===== src/rtl/scan_pattern_decoder.sv =====
// Decodes a two-wide bouncing LED scan bus: recovers head position and direction,
// and flags any frame that is not the legal successor of the previous one.
module scan_pattern_decoder #(
   parameter int N_LED = 10,
   parameter int CNT_W = 8
) (
   input  logic             clk,
   input  logic             reset,
   input  logic             sample,
   input  logic [N_LED-1:0] led_in,
   output logic [3:0]       pos,
   output logic             dir,
   output logic             locked,
   output logic             err,
   output logic [CNT_W-1:0] err_count,
   output logic [CNT_W-1:0] bounce_count,
   output logic [1:0]       fsm_state
);

   typedef enum logic [1:0] {
      UNLOCKED = 2'd0,
      ACQUIRE  = 2'd1,
      LOCKED   = 2'd2
   } state_t;

   localparam logic [3:0] TOP = 4'(N_LED);

   state_t     state, state_next;
   logic [3:0] pos_next;
   logic       dir_next;
   logic       err_next;
   logic       bounce_next;
   logic       frame_legal;
   logic [3:0] frame_pos;
   logic [3:0] exp_pos;
   logic       exp_flip;

   // Physical bits of the head-p pattern: virtual v[p], v[p+1] with v[i+1] = led_in[i].
   function automatic logic [N_LED-1:0] head_mask(input int p);
      logic [N_LED+1:0] v;
      v       = '0;
      v[p]    = 1'b1;
      v[p+1]  = 1'b1;
      return v[N_LED:1];
   endfunction

   always_comb begin
      frame_legal = 1'b0;
      frame_pos   = '0;
      for (int p = 0; p <= N_LED; p++) begin
         if (led_in == head_mask(p)) begin
            frame_legal = 1'b1;
            frame_pos   = 4'(p);
         end
      end
   end

   always_comb begin
      exp_flip = 1'b0;
      exp_pos  = '0;
      if (!dir) begin
         if (pos == TOP) begin
            exp_pos  = TOP - 4'd1;
            exp_flip = 1'b1;
         end else begin
            exp_pos = pos + 4'd1;
         end
      end else begin
         if (pos == 4'd0) begin
            exp_pos  = 4'd1;
            exp_flip = 1'b1;
         end else begin
            exp_pos = pos - 4'd1;
         end
      end
   end

   // state register and registered outputs
   always_ff @(posedge clk) begin
      if (reset) begin
         state        <= UNLOCKED;
         pos          <= '0;
         dir          <= 1'b0;
         err          <= 1'b0;
         err_count    <= '0;
         bounce_count <= '0;
      end else begin
         state <= state_next;
         pos   <= pos_next;
         dir   <= dir_next;
         err   <= err_next;
         if (err_next && (err_count != '1))
            err_count <= err_count + CNT_W'(1);
         if (bounce_next && (bounce_count != '1))
            bounce_count <= bounce_count + CNT_W'(1);
      end
   end

   // next-state logic
   always_comb begin
      state_next  = state;
      pos_next    = pos;
      dir_next    = dir;
      err_next    = 1'b0;
      bounce_next = 1'b0;
      if (sample) begin
         case (state)
            UNLOCKED: begin
               if (frame_legal) begin
                  pos_next   = frame_pos;
                  state_next = ACQUIRE;
               end
            end
            ACQUIRE: begin
               if (!frame_legal) begin
                  state_next = UNLOCKED;
               end else if (frame_pos == pos + 4'd1) begin
                  dir_next   = 1'b0;
                  pos_next   = frame_pos;
                  state_next = LOCKED;
               end else if (frame_pos == pos - 4'd1) begin
                  dir_next   = 1'b1;
                  pos_next   = frame_pos;
                  state_next = LOCKED;
               end else begin
                  pos_next = frame_pos;
               end
            end
            LOCKED: begin
               if (frame_legal && (frame_pos == exp_pos)) begin
                  pos_next = exp_pos;
                  if (exp_flip) begin
                     dir_next    = ~dir;
                     bounce_next = 1'b1;
                  end
               end else if (!(frame_legal && (frame_pos == pos))) begin
                  // pos and dir keep their last good values for inspection
                  err_next   = 1'b1;
                  state_next = UNLOCKED;
               end
            end
            default: state_next = UNLOCKED;
         endcase
      end
   end

   // output logic
   always_comb begin
      locked    = (state == LOCKED);
      fsm_state = state;
   end

endmodule


===== config.mk =====
export PLATFORM = sky130hd
export DESIGN_NAME = scan_pattern_decoder
export DESIGN_NICKNAME = d
export VERILOG_FILES = /design/src/rtl/scan_pattern_decoder.sv
export SDC_FILE = /design/constraint.sdc
export NUM_CORES = 1
export LEC_CHECK = 0
export ABC_AREA = 1
export CORE_UTILIZATION = 58
export CTS_CLUSTER_SIZE = 20
export DETAILED_ROUTE_END_ITERATION = 10
export GPL_TIMING_DRIVEN = 0
export PLACE_DENSITY = 0.95
export SETUP_SLACK_MARGIN = 0.1
export SLEW_MARGIN = 25
export SYNTH_ARGS = -nofsm -noshare
export SYNTH_HDL_FRONTEND = slang
export SYNTH_SLANG_ARGS = --single-unit

===== constraint.sdc =====
create_clock -name clk -period 3.5 [get_ports clk]
set_input_delay 0.35 -clock clk [delete_from_list [all_inputs] [get_ports clk]]
set_output_delay 0.35 -clock clk [all_outputs]
set_load 0.005 [all_outputs]

* Yosys cells after proc, flatten, opt, wreduce, memory -nomap -nowiden
Cells that the tools add are included.
Word-level totals: bits in registers 24, bits of input ports 13, output and inout bits 25, word-level logic and storage cells 103
Cells by class: $add $sub $neg 4, equality and inequality tests 29, muxes and demuxes 51, bitwise gates (word level) 1, reduce and logical (&&, ||, !) cells 12
Operator list (count):
- 4-bit two-way mux | 14
- 1-bit two-way mux | 28
- 10-bit equality test, second input constant | 2
- 8-bit by 1-bit adder with 8-bit output, second input constant | 2
- 4-bit equality test | 4
- 8-bit != test, second input constant | 2
- 2-bit two-way mux | 6
- 10-bit by 1-bit equality test with 1-bit output, second input constant | 1
- 10-bit by 2-bit equality test with 1-bit output, second input constant | 1
- 10-bit by 3-bit equality test with 1-bit output, second input constant | 1
- 10-bit by 4-bit equality test with 1-bit output, second input constant | 1
- 10-bit by 5-bit equality test with 1-bit output, second input constant | 1
- 10-bit by 6-bit equality test with 1-bit output, second input constant | 1
- 10-bit by 7-bit equality test with 1-bit output, second input constant | 1
- 10-bit by 8-bit equality test with 1-bit output, second input constant | 1
- 10-bit by 9-bit equality test with 1-bit output, second input constant | 1
- 2-bit != test, second input constant | 4
- 4-bit case mux with 2 select lines | 1
- 2-bit by 1-bit != test with 1-bit output, second input constant | 3
- 2-bit case mux with 3 select lines | 1
- 6-bit AND reduction | 1
- 5-bit AND reduction | 1
- 4-bit by 1-bit adder with 4-bit output, second input constant | 1
- 4-bit equality test, second input constant | 1
- other kinds (13) | 17

* Logic depth before layout (Yosys ltp)
depth after elaboration 18, depth in mapped cells 18, mapped depth without buffers 18

* Least setup slack after synthesis
OpenSTA, ideal clock, no wires.
kind register -> register, from register pos[0], to register pos[0], library setup time 0.113 ns, arrival time 1.899 ns, required time 3.387 ns, setup slack 1.488 ns, cell stages (with the launch flop) 12, buffers on the path 0, clock period less this slack 2.012 ns, cells stage by stage dfxtp_1 > inv_1 > ha_1 > inv_1 > o21ai_0 > inv_1 > nand2_1 > nand4_4 > a21oi_2 > nand2_2 > nor2_1 > nor2_1
On the way: cells in the longest elaborated chain, start to end 7, elaborated cells on any way between the ends 13, classes of those cells add/sub: 2; eq/ne: 3; mux: 5; reduce/logical: 3
Ends and longest elaborated chain:
- start: declaration | RTL line 11 | output logic [3:0] pos,
- start signal: assignment | RTL line 89 | pos <= pos_next;
- 4-bit by 1-bit adder with 4-bit output, or another cell as far along | RTL line 66, 117
- 4-bit two-way mux (on tied branches) | RTL line 62, 69
- 4-bit two-way mux (*) | RTL line 61 | if (!dir) begin
- 4-bit equality test | RTL line 130 | if (frame_legal && (frame_pos == exp_pos)) begin
- 1-bit logical AND | RTL line 130
- 2-bit by 1-bit != test with 1-bit output (no source line)
- 4-bit AND reduction (no source line)
Every way passes the cells marked *; elsewhere a longest branch is shown, timed or not. The select of a mux whose other input is x is not followed. A chain may end at the register's enable or synchronous reset.

* Worst setup path in the final report
from register pos[0], to register bounce_count[4]
On the way: cells in the longest elaborated chain, start to end 9, elaborated cells on any way between the ends 17, classes of those cells add/sub: 2; eq/ne: 2; mux: 10; reduce/logical: 3
Ends and longest elaborated chain:
- 4-bit by 1-bit adder with 4-bit output, or another cell as far along | RTL line 66 | exp_pos = pos + 4'd1;
- 4-bit two-way mux (on tied branches) | RTL line 62, 69
- 4-bit two-way mux | RTL line 61
- 4-bit equality test | RTL line 130
- 1-bit logical AND | RTL line 130
- 1-bit two-way mux (*) | RTL line 130
- 1-bit two-way mux (*) | RTL line 107 | case (state)
- 1-bit two-way mux (*) | RTL line 106 | if (sample) begin
- 1-bit logical AND (*) | RTL line 94 | if (bounce_next && (bounce_count != '1))
- end signal: assignment | RTL line 95 | bounce_count <= bounce_count + CNT_W'(1);
- end: declaration | RTL line 16 | output logic [CNT_W-1:0] bounce_count,
Every way passes the cells marked *; elsewhere a longest branch is shown, timed or not.

==> metrics.md <==
| Metric | Value |
|---|---|
| Status | complete, no violations |
| Area growth syn-to-layout | 20.40% |
| Largest delay share family, worst path | simple AND/OR/NAND/NOR gates |
| Final Skew | 2.928 ps |
| Initial DRC Count | 188 |
| Total grt overflow | 0 |
| CP cell instances | inv_1 > ha_1 > inv_1 > o21ai_0 > inv_1 > nand2_1 > nand4_4 > nor2_4 > inv_2 > o21ai_1 > nand2_1 > nor2_1 |
| Die ar. | 4243 um2 |
| CTS sink cnt | 24 |
| Die W | 65.14 um |
| Yosys cell types | 31 |
| Final clock period utilization by the worst path | 70.50% |
| Fin. Hold Viols | 0 |
| Core box area | 3744 um2 |
| Residual DRC | 0 |
| Post-synthesis register bit count | 24 |
| Gr usage total | 27.76% |
| H-tree depth | 1 |
| Vias | 2606 |
| Critical Path End Type | flip-flop |
| Pwr per Cell Area | 179.3 nW/um2 |
| First-pass GRT wire length | 9487 um |
| Routed wl met2 | 2696 um |
| Max Cap Viol | 0 |
| Worst Hold Class | flip-flop to flip-flop |
| Critical path arrival | 2680 ps |
| Tmin final | 2467 ps |
| Req. time, crit path | 3710 ps |
| PostCTS Resize Cnt | 0 |
| Routed wl met3 | 313 um |
| Pre-antenna DRT Iters | 5 |
| CTS Root Cell | clkbuf_8 |
| Syn_nets | 427 |
| Ant. Diodes | 0 |
| Cells on worst reg2reg path | 12 |
| Cell Area, Synth | 2312 um2 |
| RR Endpoint | bounce_count[4]$_SDFFE_PP0P_ |
| Uppermost layer routed | met4 |
| CTS clock-pin slew for the worst setup and hold paths | 80 ps |
| Starting Density | 61.76% |
| Slowest CP cell | dfxtp_1 |
| RSZ-0062 raised after global routing | false |
| Largest net degree at the start of global routing | 13 |
| Vias in the first global route | 2337 |
| Power, Total | 0.4991 mW |
| Leak pwr | 1.330 nW |
| Slew margin rel. | 67.53% |
| I/O Pins | 38 |
| TritonCTS Buffers | 3 |
| CTS tree | done |
| WP buf/inv | 4 |
| Avg Cell Area, Syn | 5.667 um2 |
| Layout cells sized above 1 | 8.482% |
| R2R setup slack | 1030 ps |
| Die Y | 65.14 um |
| Routed vias/inst | 5.254 |
| Setup TNS | 0 ps |
| Worst reg2reg startpoint | pos[0]$_SDFFE_PP0P_ |
| Critical path class | flip-flop to flip-flop |
| DR WL/cell | 11.25 um |
| Gp weighted congestion | 0.9722 |
| FILL cells | 326 |
| Row cnt | 22 |
| PortBufs | 37 |
| Highest clock rate | 405.3 MHz |
| Crit path largest cell delay | 440 ps |
| Initial antenna violation count | 0 |
| Startpoint Class | flip-flop |
| Worst-Margin Slew | 487.1 ps |
| Hold EP | err_count[1]$_SDFFE_PP0P_ |
| Slew Viols, Final | 0 |
| Postcts setup bufs | 0 |
| Clk Latency, worst-skew pair | 260 ps |
| Clk buf depth | 2 |
| YS warnings | 0 |
| Hold path depth | 2 |
| Final Setup Violations | 0 |
| Sequential fraction of the synthesis area | 20.78% |
| M1 wire length | 2498 um |
| Nets | 469 |
| Synthesized netlist cell count | 408 |
| Worst vdd ir | 269.4 uV |
| Post-DP HPWL | 4345 um |
| Hold_buf cts | 0 |
| Crit-path max FO | 7 |
| Final ANT Viol Nets | 0 |
| Cell mode on critical path | inv_1 |
| Min-delay src | err_count[1]$_SDFFE_PP0P_ |
| Final Routed Wirelength | 5578 um |
## flip-flops by register name, indices dropped and copies added, names as in the netlist
name,cells
dir,1
fsm_state,2
bounce_count,8
err,1
pos,4
err_count,8
## cell usage after synthesis, drive strengths merged
| cell | number | area [um2] |
|---|---|---|
| a21oi | 16 | 83.83 |
| buf | 1 | 5.000 |
| clkbuf | 3 | 12.51 |
| dfxtp | 24 | 480.5 |
| ha | 6 | 75.07 |
| inv | 58 | 217.7 |
| nand2 | 136 | 558.0 |
| nand3 | 44 | 230.2 |
| nand3b | 3 | 22.52 |
| nand4 | 6 | 52.55 |
| nor2 | 79 | 360.3 |
| nor3 | 7 | 35.03 |
| nor3b | 1 | 7.510 |
| nor4 | 1 | 6.260 |
| o211ai | 1 | 7.510 |
| o21ai | 10 | 53.80 |
| o31ai | 1 | 7.510 |
| xnor2 | 2 | 17.52 |
| xor2 | 9 | 78.83 |
## metrics by stage
step                hold WS (ps)  util (%)  setup slack (ps)  area [um2]  cells
floorplan                  429.3         -              1488        2312    408
global placement           488.0     73.26             887.6        2743    493
detailed placement         493.2     73.26             839.6        2743    493
CTS                        505.2     74.37              1061        2784    496
global route               530.2     74.37             761.0        2784    496
finish                     505.9     74.37              1033        2784    496
## layer usage
metal / vias to the layer above / global-route usage [%]
li1: 1354 / -
met1: 1167 / 33.62
met2: 79 / 50.78
met3: 6 / 4.167
met4: 0 / 7.065
met5: - / 0
## power breakdown
part / total (mW) / switching [mW] / internal [mW]
combinational: 0.0635 / 0.0390 / 0.0244
clock: 0.162 / 0.0846 / 0.0769
sequential: 0.274 / 0.000843 / 0.273
total: 0.499 / 0.125 / 0.375
## cells in the final DEF, fill, tap and decap left out
cell	count
nand2_1	125
nor2_1	67
inv_1	53
nand3_1	42
clkdlybuf4s50_1	37
dfxtp_1	24
a21oi_1	15
xor2_1	9
nor2_2	7
nand2_2	7
nor3_1	7
o21ai_0	7
ha_1	6
inv_2	5
nand4_1	5
nand2_4	4
nor2_4	4
nand3b_1	3
clkbuf_8	3
nand3_2	2
o21ai_1	2
xnor2_1	2
clkbuf_1	2
o21ai_2	1
clkbuf_2	1
o211ai_1	1
nand4_4	1
nor2_8	1
nor3b_1	1
nor4_1	1
buf_2	1
o31ai_1	1
a21oi_2	1
## worst min-delay path: stages (launching register included)
cell	delay, ps
dfxtp_1	340
nand2_1	70
a21oi_1	50
## layout make-up
class	instances	area, um2	share of cell area [%]
Multi-Input combinational cell	322	1597	57.35
Inverter	58	217.7	7.820
Tap cell	48	60.06	2.157
Sequential cell	24	480.5	17.26
Buffer	4	17.52	0.6292
Timing Repair Buffer	37	370.4	13.30
Clock buffer	3	41.29	1.483
## cell families after synthesis
family | Yosys count | synth area share (%)
buffers and inverters | 62 | 10.17
XOR/XNOR | 11 | 4.167
adder cells (fa/ha/maj) | 6 | 3.247
flip-flops | 24 | 20.78
AO/OA/AOI/OAI | 28 | 6.602
AND/OR/NAND/NOR | 277 | 55.03
## worst max-delay path by stage
stage,from,end,slack [ps],cells after the start
floorplan,pos[0]$_SDFFE_PP0P_,pos[0]$_SDFFE_PP0P_,1490,11
global placement,led_in[8],bounce_count[7]$_SDFFE_PP0P_,890,15
detailed placement,led_in[8],err_count[2]$_SDFFE_PP0P_,840,15
CTS,pos[0]$_SDFFE_PP0P_,bounce_count[4]$_SDFFE_PP0P_,1060,12
global route,pos[0]$_SDFFE_PP0P_,bounce_count[7]$_SDFFE_PP0P_,760,11
finish,pos[0]$_SDFFE_PP0P_,bounce_count[4]$_SDFFE_PP0P_,1030,12
(Power assumes the default switching activity.)
